==> src/rtl/imem_loader_pkg.sv <==
// Shared constants and types for the boot-time instruction memory loader.
// The core (`top`) imports the widths and boot constants from here so both
// sides agree on the memory geometry and the post-load fetch address.
package imem_loader_pkg;

  localparam int HW_W        = 16;  // upstream stream halfword width
  localparam int INSN_W      = 32;  // instruction word width
  localparam int IMEM_DEPTH  = 16;  // instruction memory depth in words
  localparam int IMEM_ADDR_W = 4;   // clog2(IMEM_DEPTH)

  // Word address the core fetches first once cpu_rst falls.
  localparam logic [INSN_W-1:0] BOOT_PC = '0;

  // Loader FSM states.
  typedef enum logic [2:0] {
    ST_IDLE,
    ST_HDR,
    ST_HI,
    ST_LO,
    ST_CHK,
    ST_DONE,
    ST_ERR
  } ld_state_t;

  // A header is usable only when it names 1..depth words.
  function automatic logic hdr_ok(input logic [HW_W-1:0] n, input int depth);
    return (n != '0) && (int'(n) <= depth);
  endfunction

endpackage

==> src/rtl/imem_loader.sv <==
// Boot loader: receives a length-prefixed, XOR-protected program image as a
// halfword stream, writes 32-bit words into instruction memory and keeps the
// core in reset until the image has loaded with a matching checksum.
module imem_loader
  import imem_loader_pkg::*;
#(
  parameter int DEPTH  = IMEM_DEPTH,
  parameter int ADDR_W = IMEM_ADDR_W
) (
  input  logic              clk,
  input  logic              sys_rst,
  input  logic              in_valid,
  input  logic [HW_W-1:0]   in_data,
  output logic              in_ready,
  input  logic              reload,
  output logic              imem_we,
  output logic [ADDR_W-1:0] imem_addr,
  output logic [INSN_W-1:0] imem_wdata,
  output logic              cpu_rst,
  output logic              load_done,
  output logic              err
);

  localparam logic [ADDR_W:0] CNT_ONE = {{ADDR_W{1'b0}}, 1'b1};

  ld_state_t         state;
  // One extra bit so a full-depth word count is representable.
  logic [ADDR_W:0]   n_words;
  logic [ADDR_W:0]   addr_cnt;
  logic [HW_W-1:0]   xacc;
  logic [HW_W-1:0]   hi_half;
  logic              acc;
  logic              last_word;

  assign in_ready  = (state == ST_HDR) || (state == ST_HI) ||
                     (state == ST_LO)  || (state == ST_CHK);
  assign acc       = in_valid & in_ready;
  // addr_cnt never exceeds n_words-1, so the last word ends the write phase
  // before the address could wrap.
  assign last_word = ((addr_cnt + CNT_ONE) == n_words);
  assign load_done = (state == ST_DONE);
  assign err       = (state == ST_ERR);

  // Loader FSM with its datapath and registered memory / core-reset outputs.
  always_ff @(posedge clk or posedge sys_rst) begin
    if (sys_rst) begin
      state      <= ST_IDLE;
      n_words    <= '0;
      addr_cnt   <= '0;
      xacc       <= '0;
      hi_half    <= '0;
      imem_we    <= 1'b0;
      imem_addr  <= '0;
      imem_wdata <= '0;
      cpu_rst    <= 1'b1;
    end else begin
      imem_we <= 1'b0;
      case (state)
        ST_IDLE: state <= ST_HDR;
        ST_HDR: if (acc) begin
          if (!hdr_ok(in_data, DEPTH)) begin
            state <= ST_ERR;
          end else begin
            n_words  <= in_data[ADDR_W:0];
            addr_cnt <= '0;
            xacc     <= '0;
            state    <= ST_HI;
          end
        end
        ST_HI: if (acc) begin
          hi_half <= in_data;
          xacc    <= xacc ^ in_data;
          state   <= ST_LO;
        end
        ST_LO: if (acc) begin
          xacc       <= xacc ^ in_data;
          imem_we    <= 1'b1;
          imem_addr  <= addr_cnt[ADDR_W-1:0];
          imem_wdata <= {hi_half, in_data};
          if (last_word) begin
            state <= ST_CHK;
          end else begin
            addr_cnt <= addr_cnt + CNT_ONE;
            state    <= ST_HI;
          end
        end
        // cpu_rst tracks (next state != DONE); DONE is only entered here.
        ST_CHK: if (acc) begin
          if (in_data == xacc) begin
            state   <= ST_DONE;
            cpu_rst <= 1'b0;
          end else begin
            state <= ST_ERR;
          end
        end
        ST_DONE: if (reload) begin
          state   <= ST_HDR;
          cpu_rst <= 1'b1;
        end
        ST_ERR:  state <= ST_ERR;
        default: state <= ST_IDLE;
      endcase
    end
  end

endmodule

==> config.mk <==
export PLATFORM = sky130hd
export DESIGN_NAME = imem_loader
export DESIGN_NICKNAME = d
export VERILOG_FILES = /design/src/rtl/imem_loader_pkg.sv /design/src/rtl/imem_loader.sv
export SDC_FILE = /design/constraint.sdc
export NUM_CORES = 1
export LEC_CHECK = 0
export ABC_AREA = 1
export CAP_MARGIN = 20
export CELL_PAD_IN_SITES_DETAIL_PLACEMENT = 1
export CELL_PAD_IN_SITES_GLOBAL_PLACEMENT = 1
export CORE_ASPECT_RATIO = 0.5
export CORE_MARGIN = 10
export CORE_UTILIZATION = 42
export DETAILED_ROUTE_END_ITERATION = 8
export PLACE_DENSITY_LB_ADDON = 0.1
export SLEW_MARGIN = 10
export SYNTH_ARGS = -nofsm -noshare
export SYNTH_HDL_FRONTEND = slang
export SYNTH_SLANG_ARGS = --single-unit
==> constraint.sdc <==
create_clock -name clk -period 8.6 [get_ports clk]
set_clock_uncertainty 0.15 [all_clocks]
set_input_delay 2.15 -clock clk [delete_from_list [all_inputs] [get_ports clk]]
set_output_delay 2.15 -clock clk [all_outputs]
set_load 0.01 [all_outputs]
Yosys cells after proc, flatten, opt, wreduce, memory -nomap -nowiden

Cells that the tools add are included.
W data, S select, Z words.

$add $sub $neg: 1
Magnitude comparators: 1
Equality and inequality tests: 17
Muxes and demuxes: 24
Bitwise operators: 2
Reductions and logical operators: 17

Operator list:

| kind                  | number |
|---|---|
| $mux W16              | 3 |
| $pmux W16 S2          | 1 |
| $mux W3               | 7 |
| $pmux W3 S7           | 1 |
| $mux W5               | 4 |
| $eq A16 B16 Y1        | 1 |
| $le A16 B5 Y1 const B | 1 |
| $reduce_bool A16 Y1   | 1 |
| $xor A16 B16 Y16      | 1 |
| $ne A2 B2 Y1 const B  | 6 |
| $pmux W5 S2           | 1 |
| $reduce_and A5 Y1     | 2 |
| $eq A3 B3 Y1 const B  | 3 |
| $reduce_and A4 Y1     | 2 |
| $eq A3 B2 Y1 const B  | 2 |
| $ne A2 B1 Y1 const B  | 3 |
| $reduce_bool A2 Y1    | 3 |
| $add A5 B1 Y5 const B | 1 |
| $eq A5 B5 Y1          | 1 |
| $mux W1               | 5 |
| $reduce_and A2 Y1     | 2 |
| $eq A3 B1 Y1 const B  | 1 |
| $logic_not A3 Y1      | 1 |
| $logic_or A1 B1 Y1    | 3 |
| other kinds (6)       | 6 |

Register bits: 83
Input port bits: 20
Word-level logic and storage cells: 71

Longest topological paths before layout

Gate-level depths: netlist of the first run.

Depth in word-level cells: 7
Mapped depth: 12
Mapped depth without buffers: 12

Worst setup path after synthesis of the first run

No wires, ideal clock.

Path type: input port to flip-flop
Start: in in_data[12]
End: reg xacc[0]
Library setup time: 0.121 ns
Arrival time: 2.944 ns
Required time: 8.329 ns
Path slack: 5.385 ns
Stages: 9
Path buffers: 1
Path through: nor2_1 -> nand3_1 -> nor2_1 -> nand3_1 -> nand2_1 -> nand3_2 -> buf_2 -> nand2_1 -> o21ai_1

Word-level cells in the longest chain between the ends: 4

RTL lines:

| element                                              | line                  | text |
|---|---|---|
| start: declaration                                   | imem_loader.sv:13     | `input logic [HW_W-1:0] in_data,` |
| $le A16 B5 Y1 or $reduce_bool A16 Y1 (tied branches) | imem_loader_pkg.sv:27 | `return (n != '0) && (int'(n) <= depth);` |
| $logic_and A1 B1 Y1 *                                | imem_loader_pkg.sv:27 |  |
| $ne A2 B1 Y1 (no line) *                             | --                    |  |
| $reduce_and A4 Y1 (no line) *                        | --                    |  |
| end signal: assignment                               | imem_loader.sv:72     | `xacc <= xacc ^ in_data;` |
| end signal: assignment                               | imem_loader.sv:76     | `xacc <= xacc ^ in_data;` |
| end: declaration                                     | imem_loader.sv:30     | `logic [HW_W-1:0] xacc;` |

Every way passes the cells marked *; elsewhere a longest branch is shown, timed or not.
A chain may end at the register's enable or synchronous reset.

Worst setup path in the final report of the first run

Start: reg state[0]
End: out in_ready

Word-level cells in the longest chain between the ends: 4

RTL lines:

| element                                      | line              | text |
|---|---|---|
| start: declaration                           | imem_loader.sv:26 | `ld_state_t state;` |
| start signal: assignment                     | imem_loader.sv:47 | `state <= ST_IDLE;` |
| start signal: assignment                     | imem_loader.sv:59 | `ST_IDLE: state <= ST_HDR;` |
| start signal: assignment                     | imem_loader.sv:62 | `state <= ST_ERR;` |
| $eq A3 B1 Y1 or $eq A3 B2 Y1 (tied branches) | imem_loader.sv:35 | `assign in_ready = (state == ST_HDR) \|\| (state == ST_HI) \|\|` |
| $logic_or A1 B1 Y1 (2 in series)             | imem_loader.sv:35 |  |
| $logic_or A1 B1 Y1 *                         | imem_loader.sv:36 | `(state == ST_LO) \|\| (state == ST_CHK);` |
| end: declaration                             | imem_loader.sv:14 | `output logic in_ready,` |

Marked as above.

==> results.md, run 1 <==
- Buffers on Ports: 60
- Hold Buf Count CTS: 0
- # H-tree levels: 3
- Yosys top cell area share: 0.5284
- DRC viols: 0
- Total Power: between 1500 and 2000 uW
- Post-CTS setup buffers: 0
- Most used DFF post-synth: dfrtp_1
- CTS buffer count: 9
- Ant. Diodes: 0
- Met2 Usage GRT: 0.2883
- Root Driver: clkbuf_16
- Worst-Skew Late Latency: about 0.34 ns
- Compound-Gate Fraction of Synth Area: 0.1015
- Hold Path Class: flop to flop
- Detailed Routing Iterations Pass 1: 4
- Slew @ Worst Pin: 0.7627 ns
- Grt met1 use: 0.2170
- Seq cells post-synth: a little over 80
- Place WS: around 4.1 ns
- Worst R2R Setup Slack: 6.29 ns
- Fmax: 242.9 MHz
- CTS tree: built
- Crit path from: state[0]$_DFFE_PP0P_
- Num rows: 24
- Avg Synthesized Cell Area: approximately 8 sq um
- Hpwl dp: about 8200 um
- Leak: roughly 0.0024 uW
- Post-route setup slack: 4.483 ns
- Yosys warns: 0
- Post-CTS Resized: 0
- Largest family of logic cells by synthesized area: simple AND/OR/NAND/NOR gates
- Crit path time final: around 4.1 ns
- Seq/Total Area, Yosys: 0.5351
- Outcome: finished, final reports clean
- Worst endpoint data arrival time: 1.82 ns
- Via-per-instance ratio: 5.027
- Post-Syn Area: just under 4000 sq um
- Detail Route Antenna Nets: 0
- TNS Setup: 0 ns
- Synth area leaders: dfrtp_1 53%, nand2_1 19%, inv_1 6.7%
- PD cells: approximately 350 nW/um^2
- Worst R2R Path Depth: 8
- Final hold violations: 0
- Ys async rst share: 1.000
- Die X: 156.0 um
- Initial Util: 0.4384
- Core area: around 9000 sq um
- Synthesized-area fraction occupied by adder cells: 0.003222
- Worst-path clk slew: about 0.060 ns
- Reg2reg start: state[0]$_DFFE_PP0P_
- Detailed-route wire length per cell: 16.60 um
- Largest net degree at the start of global routing: 74
- Most frequent cells after synthesis: 193 x nand2_1, 82 x dfrtp_1, 69 x inv_1
- Most frequent cell after synthesis: nand2_1
- FF-to-FF End: addr_cnt[1]$_DFFE_PP0P_
- Synth-to-layout area growth: 26.51%
- Die Area: 13730 sq um
- GRT busiest layer: met2
- I/O pins: 61
- Worst setup EP type: output pin
- Synth Net Count: around 520
- Tcrit/Tclk final: 0.4788
- RSZ-0062 raised after global routing: no
- IR Drop Worst-Case VDD: 0.1371 mV
- Slew Limit Fails: 0
- Slew headroom: 0.4915
- Post-synthesis mux area share: 0
- Post-Synth Simple-Gate Area: 0.2668
- Yosys cell types: 24
- DR vias: roughly 3400
- Largest area contributor in the netlist: dfrtp_1
- Total gr overflow: 0
- Maxcap violations: 0
- Share of post-route cells with drive strength above 1: 0.05903
- Final WL: 11220 um
- Vias in the first global route: about 3600
- Met3 Use GR: 0.05528
- Die Span Y: 88.00 um
- First-pass GRT wire length: 18910 um
- Setup CP Type: flop to output pin
- CP max FO: 5
- CP Launch Type: flop
- EDFF count, synth: 0
- Initial antenna violation count: 0
- Final cell utilization of the core: 0.5547
- Sink Count: 83
- Final count of negative-setup-slack endpoints: 0
- CP endpoint: in_ready
- Detailed router's first-iteration violation count: 166
- Hold path depth: 2
- Critical path required time: 6.30 ns
- Nets: 575
- GP Congestion: between 0.8 and 0.9
- Xor and xnor fraction of the mapped netlist area: 0
- Clock Path Buffers: 2
- Overall routing resource usage: 0.1736
- Cells after Synth: 497
[critical path: stages (launching register included)]
cell and delay [ns]:
dfrtp_1 0.44, nor2_1 0.16, nor2_1 0.09, nor2_1 0.24, inv_1 0.06, clkdlybuf4s50_1 0.48
[registers in the layout (all words and copies together), names as in the netlist]
signal      flops
hi_half        16
state           3
n_words         5
imem_we         1
addr_cnt        5
imem_addr       4
xacc           16
imem_wdata     32
cpu_rst         1
[power by group]
part | leakage [uW] | internal (uW) | total, uW | switching [uW]
sequential | 0.00107 | 542 | 635 | 93.3
clock | 0.000173 | 292 | 456 | 163
combinational | 0.00113 | 270 | 647 | 376
total | 0.00237 | 1100 | 1740 | 633
[cells by family (layout without fill, tap and decap cells)]
group | count (synthesis) | count (layout)
AND/OR/NAND/NOR | 248 | 248
AO/OA/AOI/OAI | 77 | 77
buffers and inverters | 88 | 150
adder cells (fa/ha/maj) | 1 | 1
flip-flops | 83 | 83
[final cells by class]
class,instances,area (sq um)
repair buffers,62,623.1
multi-input cells,326,1443
flip-flops and latches,83,2078
clock inverters,6,112.6
well taps,117,146.4
inverters,72,271.5
clock buffers,10,239.0
fillers,1107,3945
[cells in the final DEF (no fill, tap or decap)]
master           instances
buf_4                    1
buf_8                    1
bufinv_16                3
clkbuf_16                9
clkbuf_8                 1
clkdlybuf4s50_1         60
clkinv_2                 2
clkinv_4                 2
dfrtp_1                 82
dfstp_2                  1
ha_1                     1
inv_1                   68
inv_2                    3
nand2_1                193
nand2_2                  2
nand2_4                  2
nand3_1                 13
nand3_2                  1
nand3b_1                 3
nand4_1                  8
nor2_1                  21
nor2_2                   2
nor3_1                   1
nor3_4                   2
o21ai_0                 28
o21ai_1                 47
o22ai_1                  1
o22ai_2                  1
[metrics by stage]
step | hold WS, ns | area, sq um | std cells
final | 0.3309 | 4913 | 676
after global routing | 0.3703 | 4913 | 676
after CTS | 0.3362 | 4898 | 675
after detailed placement | 0.3192 | 4547 | 659
after global placement | 0.3163 | 4547 | 659
after floorplan | 0.3161 | 3884 | 497
[layer usage]
metal,vias to the layer above,routed length (um)
met5,-,0
met4,0,95
met3,12,824
met2,75,5139
met1,1658,5164
li1,1653,-
[worst min-delay path by stage]
| stage | start | to | slack (ns) |
|---|---|---|---|
| 3_5_place_dp | imem_addr[1]$_DFFE_PP0P_ | imem_addr[1]$_DFFE_PP0P_ | 0.32 |
| 6_report | imem_addr[1]$_DFFE_PP0P_ | imem_addr[1]$_DFFE_PP0P_ | 0.33 |
| 2_1_floorplan | n_words[2]$_DFFE_PP0P_ | n_words[2]$_DFFE_PP0P_ | 0.32 |
| 5_1_grt | cpu_rst$_DFFE_PP1P_ | cpu_rst$_DFFE_PP1P_ | 0.37 |
| 4_1_cts | imem_addr[1]$_DFFE_PP0P_ | imem_addr[1]$_DFFE_PP0P_ | 0.34 |
| 3_3_place_gp | imem_addr[1]$_DFFE_PP0P_ | imem_addr[1]$_DFFE_PP0P_ | 0.32 |
Power figures use the tool's default switching activity.
==> run 2, diff against run 1 <==
- CORE_UTILIZATION: 42 -> 39
- clock period: 8.6 -> 4.2 ns (I/O delays scaled with it)
==> results.md, run 2 (synthesized netlist as in run 1, its figures left out) <==
- Worst-path clk slew: 0.06 ns
- Fmax: 324.6 MHz
- Reg2reg start: state[0]$_DFFE_PP0P_
- Number of flip-flops in the largest register: 32
- Num rows: 25
- Tcrit/Tclk final: 0.7334
- CP Cell Sequence: clkdlybuf4s50_1 > nor2_1 > nand3_1 > nor2_1 > nand3_1 > nand2_1 > nand3_2 > nand2_1 > o21ai_1
- DR vias: 3312
- DRC viols: 0
- CTS buffer count: 9
- Regs by FF count: imem_wdata (32), hi_half (16), xacc (16)
- Post-route setup slack: 1.120 ns
- Worst setup EP type: flop
- PD cells: 704.9 nW/um^2
- CP delay by family, top: simple AND/OR/NAND/NOR gates
- Worst R2R Setup Slack: about 2.0 ns
- Initial Util: 0.4058
- Share of post-route cells with drive strength above 1: 0.05893
- Reg area: 2078 sq um
- Overall routing resource usage: 0.1547
- IR Drop Worst-Case VDD: 0.2519 mV
- Worst endpoint data arrival time: 3.12 ns
- Post-CTS Resized: 0
- CP max-delay cell: clkdlybuf4s50_1
- First-pass GRT wire length: 18290 um
- Detailed-route wire length per cell: 15.78 um
- Die Area: 14590 sq um
- CP max FO: 32
- Largest stage delay on the critical path: 0.53 ns
- Most frequent cells in the layout: 193 x nand2_1, 82 x dfrtp_1, 68 x inv_1
- Slew Limit Fails: 0
- Core area: ~9600 sq um
- # H-tree levels: 3
- Sink Count: 83
- Final WL: approximately 11000 um
- Die X: 161.1 um
- Detail Route Antenna Nets: 0
- Hpwl dp: roughly 7900 um
- GP Congestion: ~0.81
- Slew headroom: 0.4999
- TNS Setup: 0 ns
- CTS tree: built
- Most flops, register: imem_wdata
- Final cell utilization of the core: 0.5146
- Crit path time final: 3.080 ns
- CP bufs+invs: 1
- Worst-Skew Late Latency: 0.33 ns
- Leading cell type in the layout, fill and taps excluded: nand2_1
- Detailed Routing Iterations Pass 1: 4
- Detailed router's first-iteration violation count: 141
- RSZ-0062 raised after global routing: no
- I/O pins: 61
- Hold Buf Count CTS: 0
- Worst Hold Launch: imem_addr[1]$_DFFE_PP0P_
- Ant. Diodes: 0
- Buffers on Ports: 60
- Leak: roughly 0.0024 uW
- Hold Path Class: flop to flop
- CP Launch Type: input port
- Crit path from: in_data[12]
- Outcome: finished, final reports clean
- Vias in the first global route: 3485
- Via-per-instance ratio: 4.765
- Dpl cells: 679
- Nets: roughly 580
- Initial antenna violation count: 0
- Clock Path Buffers: 2
- Largest net degree at the start of global routing: 84
- Final count of negative-setup-slack endpoints: 0
- Final Non-Filler Cells: 695
- Total gr overflow: 0
- Root Driver: clkbuf_16
- Die Span Y: 90.57 um
- Setup CP Type: input port to flop
- Final hold violations: 0
- Layout fillers: 1173
- Critical path required time: 4.24 ns
- Post-CTS setup buffers: 0
- Synth-to-layout area growth: 26.84%
- Multi-input combinational cell area: 1443 sq um
- Slew @ Worst Pin: 0.7501 ns
- Maxcap violations: 0
- Place WS: 0.8812 ns
==> run 2: cell count changes in the layout (fill, tap and decap cells not counted), sizes merged <==
cell / delta
bufinv: -1
clkbuf: +2
clkinv: -2
buf: +1
clkinvlp: +1
==> run 2: worst paths after layout <==
kind                                       endpoint  depth (start not counted)
setup reg to reg            addr_cnt[1]$_DFFE_PP0P_                          8
hold / removal             imem_addr[1]$_DFFE_PP0P_                          2
max in group asynchronous      xacc[14]$_DFFE_PP0P_                          3
min in group asynchronous  imem_addr[1]$_DFFE_PP0P_                          3
setup / recovery                xacc[6]$_DFFE_PP0P_                          9
hold reg to reg            imem_addr[1]$_DFFE_PP0P_                          2
==> run 2: worst min-delay path, cell delays in order, from the launching register on <==
cell	delay, ns
dfrtp_1	0.34
nand2_1	0.05
nand2_1	0.05
==> run 2: metrics by stage <==
| step | area [sq um] | total power, uW | hold WS [ns] |
|---|---|---|---|
| after floorplan | 3884 | 2076 | 0.3161 |
| after global routing | 4926 | 3759 | 0.3526 |
| after global placement | 4597 | 2592 | 0.3184 |
| final | 4926 | 3473 | 0.3323 |
| after CTS | 4926 | 3523 | 0.3381 |
| after detailed placement | 4597 | 2632 | 0.3208 |
==> run 2: final cells by class <==
type | count | share of cell area
tap | 135 | 0.03429
timing repair buffer | 63 | 0.1290
inverter | 72 | 0.05512
sequential | 83 | 0.4219
clock inverter | 4 | 0.01473
clock buffer | 12 | 0.05207
multi-input combinational | 326 | 0.2929
==> run 2: per-layer routing <==
metal  global-route usage  part of all wire  vias to the layer above  wire length [um]
li1                     -                 -                     1660                 -
met1               0.2040              0.48                     1591              5254
met2               0.2442              0.46                       55              5020
met3              0.04914             0.058                        6               636
met4              0.02937            0.0052                        0                57
met5                    0                 0                        -                 0
==> run 2: report_power, final <==
part / switching, uW / internal [uW]
logic: 763 / 551
clock network: 314 / 553
registers: 182 / 1110
